`src/rtl/seq_divider.sv`:
```
// Multi-cycle restoring divider: one quotient bit per clock, signed or unsigned.
// Divide-by-zero and signed overflow bypass the loop and finish in one cycle.
module seq_divider #(
   parameter int WIDTH = 32
) (
   input  logic             clk,
   input  logic             rst_n,
   input  logic             start,
   input  logic             is_signed,
   input  logic [WIDTH-1:0] dividend,
   input  logic [WIDTH-1:0] divisor,
   output logic             busy,
   output logic             done,
   output logic [WIDTH-1:0] quotient,
   output logic [WIDTH-1:0] remainder,
   output logic             div_by_zero,
   output logic [1:0]       dbg_state
);

   localparam int CW = $clog2(WIDTH);
   localparam logic [CW-1:0] LAST = CW'(WIDTH - 1);
   localparam logic [WIDTH-1:0] MIN_NEG = {1'b1, {(WIDTH-1){1'b0}}};

   typedef enum logic [1:0] {IDLE = 2'd0, RUN = 2'd1, FIX = 2'd2} state_t;

   state_t           state, state_nxt;
   logic             accept;
   logic [CW-1:0]    counter;
   logic [WIDTH-1:0] q_work;
   logic [WIDTH-1:0] prem;
   logic [WIDTH-1:0] dvs_mag;
   logic             neg_q, neg_r, dbz_pend;

   logic             sign_a, sign_b, is_zero, is_ovf;
   logic [WIDTH-1:0] mag_a, mag_b;
   logic [WIDTH:0]   shifted, diff;
   logic             fit;

   assign sign_a  = is_signed & dividend[WIDTH-1];
   assign sign_b  = is_signed & divisor[WIDTH-1];
   assign mag_a   = sign_a ? -dividend : dividend;
   assign mag_b   = sign_b ? -divisor : divisor;
   assign is_zero = (divisor == '0);
   assign is_ovf  = is_signed && (dividend == MIN_NEG) && (divisor == '1);

   // The WIDTH+1-bit partial remainder only exists in the shifted/trial value;
   // after a kept subtraction it always fits back into WIDTH bits.
   assign shifted = {prem, q_work[WIDTH-1]};
   assign diff    = shifted - {1'b0, dvs_mag};
   assign fit     = ~diff[WIDTH];

   assign busy      = (state != IDLE);
   assign dbg_state = state;

   always_ff @(posedge clk or negedge rst_n) begin
      if (!rst_n) state <= IDLE;
      else        state <= state_nxt;
   end

   always_comb begin
      state_nxt = state;
      accept    = 1'b0;
      case (state)
         IDLE: begin
            if (start) begin
               accept    = 1'b1;
               state_nxt = (is_zero || is_ovf) ? FIX : RUN;
            end
         end
         RUN:     if (counter == LAST) state_nxt = FIX;
         FIX:     state_nxt = IDLE;
         default: state_nxt = IDLE;
      endcase
   end

   always_ff @(posedge clk or negedge rst_n) begin
      if (!rst_n) begin
         counter     <= '0;
         q_work      <= '0;
         prem        <= '0;
         dvs_mag     <= '0;
         neg_q       <= 1'b0;
         neg_r       <= 1'b0;
         dbz_pend    <= 1'b0;
         quotient    <= '0;
         remainder   <= '0;
         div_by_zero <= 1'b0;
         done        <= 1'b0;
      end else begin
         done <= 1'b0;
         case (state)
            IDLE: begin
               if (accept) begin
                  div_by_zero <= 1'b0;
                  counter     <= '0;
                  dvs_mag     <= mag_b;
                  if (is_zero) begin
                     // Remainder is the raw dividend, so no sign fix-up applies.
                     q_work   <= '1;
                     prem     <= dividend;
                     neg_q    <= 1'b0;
                     neg_r    <= 1'b0;
                     dbz_pend <= 1'b1;
                  end else if (is_ovf) begin
                     q_work   <= MIN_NEG;
                     prem     <= '0;
                     neg_q    <= 1'b0;
                     neg_r    <= 1'b0;
                     dbz_pend <= 1'b0;
                  end else begin
                     q_work   <= mag_a;
                     prem     <= '0;
                     neg_q    <= sign_a ^ sign_b;
                     neg_r    <= sign_a;
                     dbz_pend <= 1'b0;
                  end
               end
            end
            RUN: begin
               prem    <= fit ? diff[WIDTH-1:0] : shifted[WIDTH-1:0];
               q_work  <= {q_work[WIDTH-2:0], fit};
               counter <= counter + 1'b1;
            end
            FIX: begin
               quotient    <= neg_q ? -q_work : q_work;
               remainder   <= neg_r ? -prem : prem;
               div_by_zero <= dbz_pend;
               done        <= 1'b1;
            end
            default: ;
         endcase
      end
   end

endmodule

```
`config.mk`:
```
export PLATFORM = sky130hd
export DESIGN_NAME = seq_divider
export DESIGN_NICKNAME = d
export VERILOG_FILES = /design/src/rtl/seq_divider.sv
export SDC_FILE = /design/constraint.sdc
export NUM_CORES = 1
export LEC_CHECK = 0
export ABC_AREA = 1
export CORE_ASPECT_RATIO = 0.7
export CORE_MARGIN = 4
export CORE_UTILIZATION = 25
export CTS_BUF_LIST = sky130_fd_sc_hd__clkbuf_4 sky130_fd_sc_hd__clkbuf_8 sky130_fd_sc_hd__clkbuf_16
export CTS_CLUSTER_SIZE = 10
export DETAILED_ROUTE_END_ITERATION = 8
export PLACE_DENSITY = 0.44
export SETUP_SLACK_MARGIN = 0.15
export SLEW_MARGIN = 0
export SYNTH_ARGS = -nofsm -noshare
export SYNTH_HDL_FRONTEND = slang
export SYNTH_SLANG_ARGS = --single-unit
```
`constraint.sdc`:
```
create_clock -name clk -period 2.4 [get_ports clk]
set_input_delay 0.48 -clock clk [delete_from_list [all_inputs] [get_ports clk]]
set_output_delay 0.48 -clock clk [all_outputs]
set_load 0.03 [all_outputs]
```
==> run metrics, run 1 <==
outcome=finished, violations left; violated checks=setup timing; # port buffers=136; share of cells above drive strength 1=23.8%; worst setup margin=-0.0706 ns; number of synthesized flops with an enable pin=0; post-synthesis cell count=~2100; Cell Count Post-Placement=~3200; Rows=70; FMAX=405 MHz; via count=14800; final period utilization=103%; number of library cell types mapped by synthesis=47; CP endpoint kind=register; Skew-Pair Late Insertion Delay=0.46 ns; area of the die=57600 um2; Core Area=between 50000 and 60000 um2; fin area=around 20000 um2; Tightest Pin Transition=0.704 ns; LEAKAGE=between 10 and 15 nW; Final GP Congestion=0.909; maxcap violations=0; remaining global-route overflow=0; Routed Antenna Nets=0; gr usage total=18.9%; Critical Path Source Type=register; CTS Buf Count=17; Fin Hold WS=~0.48 ns; Die Ht=202 um; min cycle time layout=approximately 2.5 ns; Fill cells=5682; top_reg_cell synth=dfrtp_1; num ports=~140; vias in the first global route=14000; Reg clk slew, reported paths=roughly 0.080 ns; TNS Setup=-0.665 ns; worst-case clock buffer depth=2; critical path type=reg -> reg; area grow syn2layout=48.4%; Synth Cell Area=roughly 13000 um2; Layout Cells excl Fill=3292; nets@finish=2667; FFs w/ async S/R, synth=100%; max-slew violations=0; H-tree Lvls=4; Worst EP arrival=between 2 and 3 ns; RSZ-0062 raised after global routing=yes; CP Max Fanout=5; CTS root buffer=clkbuf_16; dpl ws=-0.585 ns; initial antenna violation count=3; CTS tree=done; Initial DRC Count=roughly 1100; pwr dens=1670 nW/um2; Seq/Total Area, Yosys=32.0%; Routed wire per std cell=between 15 and 20 um; final hold viol count=0; Detail Placement HPWL=45200 um; Req. time, crit path=2.75 ns; #FFs+latches synth=around 170; global-route wire length before repair=approximately 84000 um; Worst Skew=roughly 0.013 ns; Final Setup Violations=21; Via density=4.48; DR pass1 iterations=6; detailed-route DRC error count=0; Chip Width=285 um; Rel. slew slack=53.0%; diodes inserted=0; clk sinks=172; worst vdd ir=about 900 uV; largest net degree at the start of global routing=68; syn nets=2227; placed instance area=17900 um2; Ys Warns=0; min-delay worst type=reg -> reg; Initial Util=25.5%; Post-Syn Area per Cell=6.34 um2; DRT Wirelength=roughly 56000 um
-- area by class of cell --
type                       instances  area (um2)  area share, %
timing repair buffer             486        4360           21.9
sequential                       172        4310           21.6
multi-input combinational       1530        8430           42.3
clock inverter                    14         175          0.878
inverter                         352        1320           6.63
clock buffer                      18         439           2.20
tap                              720         901           4.52
-- power by group --
group,internal (W),leakage [nW],switching (W)
Clock,0.00161,0.301,0.00141
Combinational,0.0103,7.76,0.0143
Sequential,0.00436,2.09,0.00124
-- through the flow --
step | utilization, % | total power, W
final | 37.8 | 0.0332
after detailed placement | 33.9 | 0.0259
after global placement | 33.9 | 0.0258
after floorplan | - | 0.0173
after CTS | 36.4 | 0.0311
after global routing | 37.8 | 0.0360
-- routing by layer --
layer	routed length, um	global-route usage (%)	vias up
met3	3540	4.11	41
met2	21700	25.9	371
met1	29600	29.8	6825
li1	-	-	7512
met4	813	3.99	2
met5	7	0	-
-- what timing repair did --
| action | CTS | global route |
|---|---|---|
| buffers inserted | 23 | 12 |
| pin swaps | 14 | 58 |
| setup endpoints to repair | 74 | 89 |
| hold buffers | 1 | 0 |
| hold endpoints to repair | 34 | 0 |
| cloned | 2 | 5 |
| gates resized for setup | 102 | 153 |
-- cell usage after synthesis (21+ instances only) --
cell	instances	area, um2
a21oi_1	76	380
ha_1	39	488
nor2_1	200	751
nor3_1	21	105
nand2_1	653	2450
o21ai_0	167	836
dfrtp_1	172	4300
nand4_1	28	175
nand3_1	163	816
clkbuf_1	49	184
xor2_1	90	788
inv_1	347	1300
-- placed cells by master (no fill, tap or decap), drive strengths merged, types with 3 or more instances in the layout --
cell / netlist / final
o211ai: 10 / 10
ha: 39 / 39
a21oi: 77 / 77
nor3: 25 / 25
o31ai: 5 / 5
and2: 3 / 3
xnor2: 10 / 10
o22ai: 3 / 3
nand3: 164 / 164
nor2: 208 / 208
clkbuf: 51 / 22
clkdlybuf4s50: 0 / 130
nand2: 658 / 658
a31oi: 8 / 8
nor4: 6 / 6
nand4: 29 / 29
buf: 14 / 346
inv: 351 / 359
dlymetal6s2s: 0 / 4
or2: 8 / 8
xor2: 90 / 90
dfrtp: 172 / 172
nand3b: 7 / 7
a22oi: 3 / 3
clkinv: 1 / 4
o21ai: 170 / 170
-- registers in the layout (all words and copies together), names as in the netlist --
register and flops:
remainder 32, neg_r 1, prem 32, dvs_mag 32, dbz_pend 1, div_by_zero 1, counter 5, quotient 32
dbg_state 2, neg_q 1, done 1, q_work 32
-- final timing paths --
path,startpoint,end,slack (ns),depth (start not counted)
worst min register to register,remainder[28],remainder[28],0.48,2
worst max-delay path,q_work[31],prem[8],-0.07,20
max in group asynchronous,rst_n,q_work[26],1.12,3
worst min-delay path,remainder[28],remainder[28],0.48,2
min in group asynchronous,rst_n,remainder[14],0.55,2
worst max register to register,q_work[31],prem[8],-0.07,20
-- critical path, stage by stage (launching register included) --
cell and delay, ns:
dfrtp_1 0.37, inv_2 0.08, ha_4 0.17, fa_2 0.39, inv_2 0.06, nand2_2 0.04, nand2_2 0.08, nand3_2 0.07
nand2_2 0.08, nand2_2 0.06, nand2_4 0.08, nand2_4 0.07, nand2_4 0.10, nand2_4 0.05, nand2_4 0.10, buf_6 0.11
buf_12 0.11, clkbuf_16 0.15, nand2_1 0.05, nand3_1 0.08, a21oi_2 0.06
-- logic make-up (layout without fill, tap and decap cells) --
family / count (synthesis) / in the layout / share of synthesized area [%]
xor gates and xnor gates: 100 / 100 / 6.52
and+or+nand+nor: 1110 / 1110 / 34.6
DFF: 172 / 172 / 32.0
AOI/OAI and AO/OA: 280 / 280 / 11.2
buffers and inverters: 417 / 870 / 12.0
adders and majority gates: 40 / 40 / 3.78
(Power assumes the default switching activity.)
==> run 2, diff against run 1 <==
- ABC_AREA: 1 -> default
- CTS_CLUSTER_DIAMETER: default -> 40
- PLACE_DENSITY: 0.44 -> 0.45
==> run 2 against run 1 <==
  * The flow still finishes with violations (setup timing)
  * Maximum frequency shrank 26%
  * Count of clock-buffer cells in the layout grew 3
  * Setup slack lost 0.85 ns
  * Synthesized cell count shrank 34%
  * Highest routed layer is now met4
  * Routed wire length shrank 18%
  * Largest cell class unchanged
  * Final area shrank 5.6%
  * Sequential power shrank 13%
  * Clock skew grew 0.0031 ns
  * Clock power grew 2%
  * Die area shrank 14%
  * Sequential share of layout area grew 1.2 points
  * Critical path depth shrank 11
==> run metrics, run 2 <==
crit-path max cell delay=0.53 ns; LEAKAGE=8.24 nW; CTS root buffer=clkbuf_16; placed instance area=16600 um2; top cell family by delay on the critical path=simple AND/OR/NAND/NOR gates; initial antenna violation count=1; FFs w/ async S/R, synth=100%; min-delay worst type=in -> reg; flop2flop setup slack=-0.92 ns; critical path type=reg -> reg; Worst path depth=9; reg2reg path depth=9; violated checks=setup timing; Req. time, crit path=2.73 ns; Initial DRC Count=740; CP max stage cell=or4_4; RSZ-0062 raised after global routing=yes; Seq/Total Area, Yosys=37.5%; Via density=4.85; gr usage total=18.1%; Setup crit end=quotient[28]; Ys Warns=0; area of the die=slightly below 50000 um2; main area contributors after synthesis=dfrtp_1 (37%), o21ai_0 (7.4%), nand2_1 (6.4%), xnor2_1 (5.8%), xor2_1 (5.5%); fin area=approximately 19000 um2; DR pass1 iterations=5; largest net degree at the start of global routing=between 50 and 60; Tightest Pin Transition=0.721 ns; Hold Path Depth=4; nets@finish=1981; diodes inserted=0; dpl ws=-0.975 ns; TNS Setup=-27.75 ns; Routed wire per std cell=18.5 um; commonest non-fill, non-tap cell in the layout=buf_4; worst setup margin=-0.919 ns; Chip Width=264 um; FMAX=approximately 300 MHz; number of library cell types mapped by synthesis=63; Final GP Congestion=0.849; maxcap violations=0; worst r2r src=q_work[6]; H-tree Lvls=4; DRT Wirelength=45900 um; min cycle time layout=3.32 ns; CP Launch Point=q_work[6]; # port buffers=between 100 and 150; CP endpoint kind=register; Synth Cell Area=11500 um2; vias in the first global route=11900; Die Ht=roughly 190 um; Fin Hold WS=0.425 ns; Detail Placement HPWL=35700 um; Rel. slew slack=roughly half; worst-case clock buffer depth=2; Worst EP arrival=3.65 ns; syn nets=between 1500 and 2000; Final Setup Violations=64; Worst Skew=0.0156 ns; CTS Buf Count=17; remaining global-route overflow=0; share of cells above drive strength 1=36.1%; area grow syn2layout=63.9%; clk sinks=172; final period utilization=138%; Critical Path Source Type=register; detailed-route DRC error count=0; Post-Syn Area per Cell=8.23 um2; top_reg_cell synth=dfrtp_1; Skew-Pair Late Insertion Delay=between 0.4 and 0.5 ns; worst vdd ir=1130 uV; Initial Util=25.4%; Rows=between 60 and 70; final hold viol count=0; num ports=approximately 140; capturing point of the worst reg2reg path=quotient[28]; via count=about 12000; global-route wire length before repair=69900 um; dominant cell type by area after synthesis=dfrtp_1; max-slew violations=0; outcome=finished, violations left; Buffers & Inverters on Critical Path=0; Reg clk slew, reported paths=0.07 ns; Top cell by count, worst path=or4_4; Routed Antenna Nets=0; Synth top cells by count=nand2_1 (197), dfrtp_1 (172), o21ai_0 (171); CP Max Fanout=5; post-synthesis cell count=1397; most frequent cells in the layout=buf_4 (326), nand2_1 (180), dfrtp_1 (169); number of synthesized flops with an enable pin=0; pwr dens=between 1500 and 2000 nW/um2; Core Area=45200 um2; min-delay src=divisor[1]; total chip power=0.0299 W; most common cell in the netlist=nand2_1; CTS tree=done; post-synth top area share=a little under two fifths; #FFs+latches synth=172; worst-path cell chain=or4_4 -> or2_4 -> or4_4 -> or3_4 -> or4_4 -> or2_4 -> o31ai_2 -> xor2_1 -> o21ai_1
[run 2: layer usage]
metal | track usage [%] | part of all wire (%) | vias up
li1 | - | - | 5907
met1 | 27.1 | 51 | 5898
met2 | 26.6 | 43 | 240
met3 | 3.98 | 4.9 | 31
met4 | 3.70 | 1.3 | 0
met5 | 0 | 0 | -
[run 2: what timing repair did]
item / CTS / global route
hold buffers: 1 / 0
hold endpoints to repair: 44 / 0
endpoints found under the setup margin: 128 / 113
cloned: 3 / 0
setup buffers: 32 / 16
resized for setup: 304 / 93
pin swaps: 103 / 68
[run 2: cells by family after synthesis]
logic type               after synthesis  share of synthesized area [%]
buffers and inverters                133                           4.36
AND/OR/NAND/NOR                      448                           17.9
XOR/XNOR                             148                           11.3
multiplexers                          16                           1.48
flip-flops                           172                           37.5
AO/OA/AOI/OAI                        440                           23.1
adder cells (fa/ha/maj)               40                           4.42
[run 2: worst min path at each step]
stage | to | slack (ns)
floorplan | counter[0] | 0.18
global placement | remainder[29] | 0.46
detailed placement | quotient[31] | 0.47
CTS | dvs_mag[11] | 0.38
global route | dvs_mag[8] | 0.43
finish | dvs_mag[1] | 0.43
[run 2: area by class of cell]
class	count	area, um2
clock buffers	21	462
clock inverters	10	165
well taps	603	754
repair buffers	533	4800
fillers	4559	26400
flip-flops and latches	172	4310
multi-input cells	1093	8130
inverters	56	210
[run 2: tightest hold or removal path: cells and delay by family]
kind	cells	cell delay, ns
buf+inv	2	0.23
compound gates	1	0.07
simple gates	1	0.05
[run 2: per-stage QoR]
step	util, %	instances
after floorplan	-	1397
after global placement	36.7	2405
after detailed placement	36.7	2405
after CTS	40.5	2472
after global routing	41.6	2488
final	41.6	2488
[run 2: power breakdown]
part	internal (W)	switching, W	leakage, nW	total, W
clock	0.00180	0.00126	0.300	0.00307
combinational	0.0113	0.0107	5.74	0.0220
sequential	0.00396	0.000895	2.21	0.00486
total	0.0170	0.0129	8.24	0.0299
==> run 3, diff against run 2 <==
- CTS_CLUSTER_DIAMETER: 40 -> default
==> results of run 3 <==
Final layout, timing and power as in run 2 (identical DEF).
